[src/rtl/difftest_pkg.sv]
// Shared definitions for the CSR-state difftest channel: CSR ordering, the
// header layout and the snapshot record that the receiver reconstructs.
package difftest_pkg;

    localparam int NUM_CSR = 18;
    localparam int CSR_W   = 64;

    localparam logic [7:0] MAGIC_DEFAULT = 8'hC5;

    // Header beat layout: {magic, coreid, seq, csr count, dropped}
    localparam int HDR_MAGIC_LSB  = 56;
    localparam int HDR_COREID_LSB = 48;
    localparam int HDR_SEQ_LSB    = 32;
    localparam int HDR_COUNT_LSB  = 24;
    localparam int HDR_DROP_LSB   = 0;
    localparam int HDR_DROP_W     = 24;

    typedef enum logic [4:0] {
        CSR_PRIVILEGE_MODE = 5'd0,
        CSR_MSTATUS        = 5'd1,
        CSR_SSTATUS        = 5'd2,
        CSR_MEPC           = 5'd3,
        CSR_SEPC           = 5'd4,
        CSR_MTVAL          = 5'd5,
        CSR_STVAL          = 5'd6,
        CSR_MTVEC          = 5'd7,
        CSR_STVEC          = 5'd8,
        CSR_MCAUSE         = 5'd9,
        CSR_SCAUSE         = 5'd10,
        CSR_SATP           = 5'd11,
        CSR_MIP            = 5'd12,
        CSR_MIE            = 5'd13,
        CSR_MSCRATCH       = 5'd14,
        CSR_SSCRATCH       = 5'd15,
        CSR_MIDELEG        = 5'd16,
        CSR_MEDELEG        = 5'd17
    } csr_idx_e;

    typedef struct packed {
        logic [7:0]                        coreid;
        logic [NUM_CSR-1:0][CSR_W-1:0]     csr;
    } csr_snapshot_t;

    typedef enum logic [1:0] {
        ST_IDLE = 2'd0,
        ST_HDR  = 2'd1,
        ST_DATA = 2'd2
    } ser_state_e;

endpackage

[src/rtl/difftest_csr_serializer.sv]
// Captures one CSR snapshot per commit and emits it as a 19-beat 64-bit
// record (header + 18 CSR words) on a valid/ready stream.
module difftest_csr_serializer
    import difftest_pkg::*;
#(
    parameter logic [7:0] MAGIC  = MAGIC_DEFAULT,
    parameter int         DROP_W = 16            // at most HDR_DROP_W
) (
    input  logic                           clock,
    input  logic                           reset,
    input  logic                           in_valid,
    output logic                           in_ready,
    input  logic [7:0]                     in_coreid,
    input  logic [NUM_CSR-1:0][CSR_W-1:0]  in_csr,
    output logic                           out_valid,
    input  logic                           out_ready,
    output logic [63:0]                    out_data,
    output logic                           out_last,
    output logic [DROP_W-1:0]              dropped
);

    localparam logic [4:0] LAST_BEAT = 5'(CSR_MEDELEG);

    ser_state_e          state, state_nxt;
    logic [4:0]          beat, beat_nxt;
    logic [15:0]         seq;
    logic [DROP_W-1:0]   drop_cnt;
    logic [DROP_W-1:0]   hdr_drop;
    csr_snapshot_t       hold;
    logic                capture;
    logic                seq_inc;
    logic [63:0]         header;

    function automatic logic [DROP_W-1:0] sat_inc(input logic [DROP_W-1:0] v);
        return (&v) ? v : v + DROP_W'(1);
    endfunction

    always_comb begin
        header = '0;
        header[HDR_MAGIC_LSB  +: 8]          = MAGIC;
        header[HDR_COREID_LSB +: 8]          = hold.coreid;
        header[HDR_SEQ_LSB    +: 16]         = seq;
        header[HDR_COUNT_LSB  +: 8]          = 8'(NUM_CSR);
        header[HDR_DROP_LSB   +: HDR_DROP_W] = HDR_DROP_W'(hdr_drop);
    end

    always_comb begin
        state_nxt = state;
        beat_nxt  = beat;
        in_ready  = 1'b0;
        out_valid = 1'b0;
        out_last  = 1'b0;
        out_data  = '0;
        capture   = 1'b0;
        seq_inc   = 1'b0;
        case (state)
            ST_IDLE: begin
                in_ready = 1'b1;
                if (in_valid) begin
                    capture   = 1'b1;
                    state_nxt = ST_HDR;
                end
            end
            ST_HDR: begin
                out_valid = 1'b1;
                out_data  = header;
                if (out_ready) begin
                    state_nxt = ST_DATA;
                    beat_nxt  = '0;
                end
            end
            ST_DATA: begin
                out_valid = 1'b1;
                out_data  = hold.csr[beat];
                out_last  = (beat == LAST_BEAT);
                // The next snapshot may land on the last-beat handshake so
                // back-to-back records leave no idle cycle on the link.
                if (beat == LAST_BEAT) in_ready = out_ready;
                if (out_ready) begin
                    if (beat == LAST_BEAT) begin
                        seq_inc = 1'b1;
                        if (in_valid) begin
                            capture   = 1'b1;
                            state_nxt = ST_HDR;
                        end else begin
                            state_nxt = ST_IDLE;
                        end
                    end else begin
                        beat_nxt = beat + 5'd1;
                    end
                end
            end
            default: state_nxt = ST_IDLE;
        endcase
    end

    always_ff @(posedge clock or posedge reset) begin
        if (reset) begin
            state    <= ST_IDLE;
            beat     <= '0;
            seq      <= '0;
            drop_cnt <= '0;
            hdr_drop <= '0;
            hold     <= '0;
        end else begin
            state <= state_nxt;
            beat  <= beat_nxt;
            if (capture) begin
                hold.coreid <= in_coreid;
                hold.csr    <= in_csr;
                hdr_drop    <= drop_cnt;
            end
            if (seq_inc) seq <= seq + 16'd1;
            if (in_valid && !in_ready) drop_cnt <= sat_inc(drop_cnt);
        end
    end

    assign dropped = drop_cnt;

endmodule
[config.mk]
export PLATFORM = sky130hd
export DESIGN_NAME = difftest_csr_serializer
export DESIGN_NICKNAME = d
export VERILOG_FILES = /design/src/rtl/difftest_pkg.sv /design/src/rtl/difftest_csr_serializer.sv
export SDC_FILE = /design/constraint.sdc
export NUM_CORES = 2
export LEC_CHECK = 0
export ABC_CLOCK_PERIOD_IN_PS = 54200
export BUFFER_PORTS_ARGS = -buffer_cell sky130_fd_sc_hd__buf_2
export CAP_MARGIN = 0
export CORE_AREA = 2 2 480 482
export DETAILED_ROUTE_END_ITERATION = 7
export DIE_AREA = 0 0 482 484
export SETUP_SLACK_MARGIN = 0.2
export SLEW_MARGIN = 20
export SYNTH_ARGS = -nofsm -noshare
export SYNTH_HDL_FRONTEND = slang
export SYNTH_SLANG_ARGS = --single-unit
[constraint.sdc]
create_clock -name clock -period 54.2 [get_ports clock]
set_clock_uncertainty 0.2 [all_clocks]
set_input_delay 5.42 -clock clock [delete_from_list [all_inputs] [get_ports clock]]
set_output_delay 5.42 -clock clock [all_outputs]
set_load 0.02 [all_outputs]
; Word level (Yosys, flattened, before mapping)
; Index checks and enable logic that the tools add are counted.
[classes]
n_mux = 24
reduce_logical = 9
bitwise = 1
n_lt_le_gt_ge = 1
eq_ne = 8
add_sub_neg = 3
[op_table]
columns = op, count
row1 = binary-select mux 64 bit (select 5 bit), 1
row2 = one-hot mux 64 bit (2 select lines), 1
row3 = 2-to-1 mux 64 bit, 1
row4 = adder 16 x 1 -> 16 bit (second input constant), 2
row5 = AND reduction 16 bit, 1
row6 = 2-to-1 mux 5 bit, 3
row7 = 2-to-1 mux 1 bit, 10
row8 = != test 2 bit (second input constant), 5
row9 = one-hot mux 5 bit (2 select lines), 1
row10 = 2-to-1 mux 2 bit, 4
row11 = AND reduction 4 bit, 2
row12 = < comparator 5 x 6 -> 1 bit (second input constant), 1
row13 = one-hot mux 2 bit (3 select lines), 1
row14 = adder 5 x 1 -> 5 bit (second input constant), 1
row15 = == test 5 bit (second input constant), 1
row16 = one-hot mux 1 bit (2 select lines), 2
row17 = == test 2 x 1 -> 1 bit (second input constant), 1
row18 = == test 2 bit (second input constant), 1
row19 = zero test 2 bit, 1
row20 = AND reduction 2 bit, 1
row21 = nonzero test 2 bit, 1
row22 = OR reduction 2 bit, 1
row23 = logical AND 1 bit, 1
row24 = zero test 1 bit, 1
row25 = NOT 1 bit, 1
[totals]
output_inout_bits = 83
reg_bits = 1215
elab_cells = 70
input_bits = 1164

; Logic depth before layout (Yosys ltp)
[depth]
depth_word = 6
mapped_depth = 14
mapped_depth_nobuf = 7

; Least setup slack after synthesis
; OpenSTA, ideal clock, no wires.
[synth_timing]
path_kind = input -> output
startpoint = in out_ready
endpoint = out in_ready
t_required_ns = 48.580
cell_stages = 3
setup_slack_ns = 42.644
n_path_buf = 0
arrival_ns = 5.936
path_cell_list = and2_1 > a21oi_2 > clkinv_2
[synth_via]
elab_chain_cells = 2
[synth_rtl]
columns = element, line
row1 = start: declaration, difftest_csr_serializer.sv:16  ; input logic out_ready,
row2 = 2-to-1 mux 1 bit, difftest_csr_serializer.sv:78  ; if (beat == LAST_BEAT) in_ready = out_ready;
row3 = one-hot mux 1 bit (2 select lines), difftest_csr_serializer.sv:56  ; case (state)
row4 = end: declaration, difftest_csr_serializer.sv:12  ; output logic in_ready,
; Every way passes these cells.

; Worst setup path after layout
; Ends and elaborated chain as after synthesis.

==> impl_metrics.csv <==
group,metric,value,unit
critical_path,endpoint_kind,"primary output",
sta,hold_ws,0.278,ns
clock_network,clockBufferDepth,3,
sta,min_period,12.12,ns
worst_hold_path,min_to,"seq[15]",
finish,fin_area,0.0722,sq mm
synth,syn-num-nets,5041,
synth,synth_cell_types,50,
finish,fillers,22900,
critical_path,critPathKind,"primary input to primary output",
detailed_routing,via_per_inst,4.65,
synth,netlist_instances,3869,
synth,synth_top_area_cell,"dfrtp_1",
die,die_w,482,um
synth,synth-main-ff-cell,"dfrtp_1",
worst_hold_path,whs_path_depth,1,
detailed_routing,vias,38700,
pwr,p_seq_frac,0.378,
global_route,gr-total-overflow,0,
detailed_routing,drtIter0Drc,2465,
sta,rsz0062_at_grt,"false",
sta,hold_violations,0,
critical_path,crit_top_cell,"buf_2",
sta,tns,0,ns
detailed_routing,routed.top_layer,"met5",
finish,multi_input_area,0.0258,sq mm
pwr,p_per_area,61.1,mW/mm^2
detailed_routing,wl_met3,19.2,mm
sta,finalMaxSlewViolations,0,
detailed_routing,met1_length,99.9,mm
critical_path,slowest_stage,"buf_2",
synth,async_reset_ff_frac,1.00,
clock_network,cts_resized,0,
global_route,grt_max_degree,186,
placement,placed_area,0.0671,sq mm
finish,area_growth,24.7,%
clock_network,cts_max_level,4,
finish,final_util,0.316,
clock_network,post-cts-setup-buffer-count,0,
detailed_routing,route.detailed.drc,0,
pwr,p_comb_frac,0.396,
synth,synth.avg_cell_area,15.0,sq um
sta,fmax,0.0825,GHz
pwr,p_leak,0.0331,uW
clock_network,cts_tree,"built",
synth,ys_warn_count,0,
detailed_routing,met2WireLength,116,mm
synth,ys_seq_elements,1215,
critical_path,cp.required,48.58,ns
detailed_routing,finalWirelength,247,mm
global_route,grt_pass1_vias,40600,
sta,post-route-period-util,0.224,
critical_path,reg2reg_from,"beat[0]",
clock_network,numCtsBuffers,145,
critical_path,timing.rr.end,"hold[979]",
critical_path,ff2ff_setup_slack,46.64,ns
detailed_routing,ant_nets,0,
clock_network,clockRootBuffer,"clkbuf_16",
die,dieArea,0.233,sq mm
worst_hold_path,hp-class,"register to register",
critical_path,start_kind,"primary input",
pwr,vdd.ir_drop.worst,0.0323,mV
sta,worst_pin_slew,1.38,ns
detailed_routing,wl_per_cell,29.8,um
job,maxCapViolations,0,
clock_network,clk_latency,0.76,ns
clock_network,cts_sinks,1215,
die,coreArea,0.229,sq mm
clock_network,cts-hold-fix-buffers,0,
sta,max-slew-margin-rel,0.0809,
finish,drive_gt1_frac,0.549,
die,rows,176,
critical_path,reg2reg_depth,12,
critical_path,slowest_delay,0.26,ns
placement,dpl.hpwl,193,mm
synth,synthesis.area,0.0579,sq mm
pwr,finalPower,4410,uW
critical_path,cp_cell_sequence,"buf_2 > and2_1 > a21oi_2 > clkinv_2 > buf_2",
pwr,p_switching,1550,uW
finish,nets,6250,
die,die_h,484,um
critical_path,cp_max_fo,8,
detailed_routing,dr.pass1.iters,5,
finish,final-seq-area,0.0304,sq mm
critical_path,cp.arrival,6.50,ns
pwr,switching_share,0.352,
global_route,track_usage,0.205,
synth,synth-edff-count,0,
global_route,grt_first_pass_wirelength,333,mm
synth,synth_top_area_frac,0.525,
die,ios,1247,
outcome,status,"finished, final reports clean",
clock_network,clk_pin_slew,0.06,ns
placement,place.port_buffers,1246,
pwr,clkPwrFrac,0.226,
synth,ys_seq_area_frac,0.525,
sta,setup_viol,0,
placement,gp_congestion,0.902,
synth,synth.area.top_cells,"dfrtp_1, mux2_4, mux2_2",
die,initial_core_util,0.253,
pwr,p_int,2860,uW
worst_hold_path,hp-start,"seq[15]",
synth,synth_common_cells,"dfrtp_1, mux2_4, mux2_2",
synth,synth.most_common_cell,"dfrtp_1",
global_route,antenna_found_initial,166,
==> critical path, delay by kind of cell <==
| kind | cells | cell delay [ns] |
|---|---|---|
| simple gates | 1 | 0.20 |
| compound gates | 1 | 0.23 |
| buf+inv | 3 | 0.63 |
==> through the flow <==
stage,setup slack (ns),instances
floorplan,14.35,3869
global placement,42.05,7954
detailed placement,42.07,7956
CTS,42.07,8214
global route,42.02,8259
finish,42.08,8309
==> power by group through the flow <==
stage                     Combinational (uW)  Sequential [uW]  Clock [uW]
after floorplan                         1300             1550           0
after global placement                  1740             1660           0
after detailed placement                1770             1680           0
after CTS                               1780             1670        1020
after global routing                    1860             1720        1060
final                                   1750             1670         999
==> how the worst max path moves through the flow <==
| stage | from | to | slack, ns | cells past startpoint |
|---|---|---|---|---|
| floorplan | reset | beat[0] | 14.35 | 1 |
| global placement | out_ready | in_ready | 42.05 | 5 |
| detailed placement | out_ready | in_ready | 42.07 | 5 |
| CTS | out_ready | in_ready | 42.07 | 5 |
| global route | out_ready | in_ready | 42.02 | 5 |
| finish | out_ready | in_ready | 42.08 | 5 |
==> layer usage <==
layer,GRT usage,vias to the layer above
li1,-,16800
met1,0.253,19900
met2,0.330,1472
met3,0.0597,420
met4,0.0925,64
met5,0,-
==> kinds of logic (layout without fill, tap and decap cells) <==
| logic type | count (synthesis) | after routing | synth area share |
|---|---|---|---|
| other | 0 | 94 | 0 |
| AOI/OAI and AO/OA | 270 | 270 | 0.0333 |
| xor gates and xnor gates | 28 | 28 | 0.00424 |
| DFF | 1215 | 1215 | 0.525 |
| muxes | 1700 | 1700 | 0.373 |
| adders and majority gates | 8 | 8 | 0.00173 |
| and+or+nand+nor | 357 | 357 | 0.0313 |
| buffers and inverters | 291 | 1611 | 0.0308 |
==> placed cells by master, fill, tap and decap left out, types with 18 or more instances in the layout <==
cell type  count
buf_2       1248
a21oi_1       20
mux4_2        56
mux2_4       641
clkbuf_8      25
buf_4         87
o22ai_1       74
diode_2       94
nand3_1       91
nor2_1        18
clkbuf_1      31
a22oi_1      104
clkbuf_16    148
clkinv_2      20
nand2_1      106
a221oi_1      47
xnor2_1       20
mux2i_1      454
nand4_1       37
nor3_1        56
dfrtp_1     1213
mux2_2       549
==> sequential cells by signal, summed over array words and instances (netlist names) <==
| register | flops |
|---|---|
| hdr_drop | 16 |
| state | 2 |
| beat | 5 |
| seq | 16 |
| dropped | 16 |
| hold | 1152 |
| header | 8 |
==> area by class of cell <==
class                           instances  area share
Sequential cell                      1215       0.421
Multi-Input combinational cell       2363       0.358
Timing Repair Buffer                 1343      0.0978
Clock buffer                          204      0.0577
Tap cell                             3026      0.0525
Clock inverter                         54     0.00917
Antenna cell                           94     0.00326
Inverter                               10    0.000641
Power figures use the tool's default switching activity.
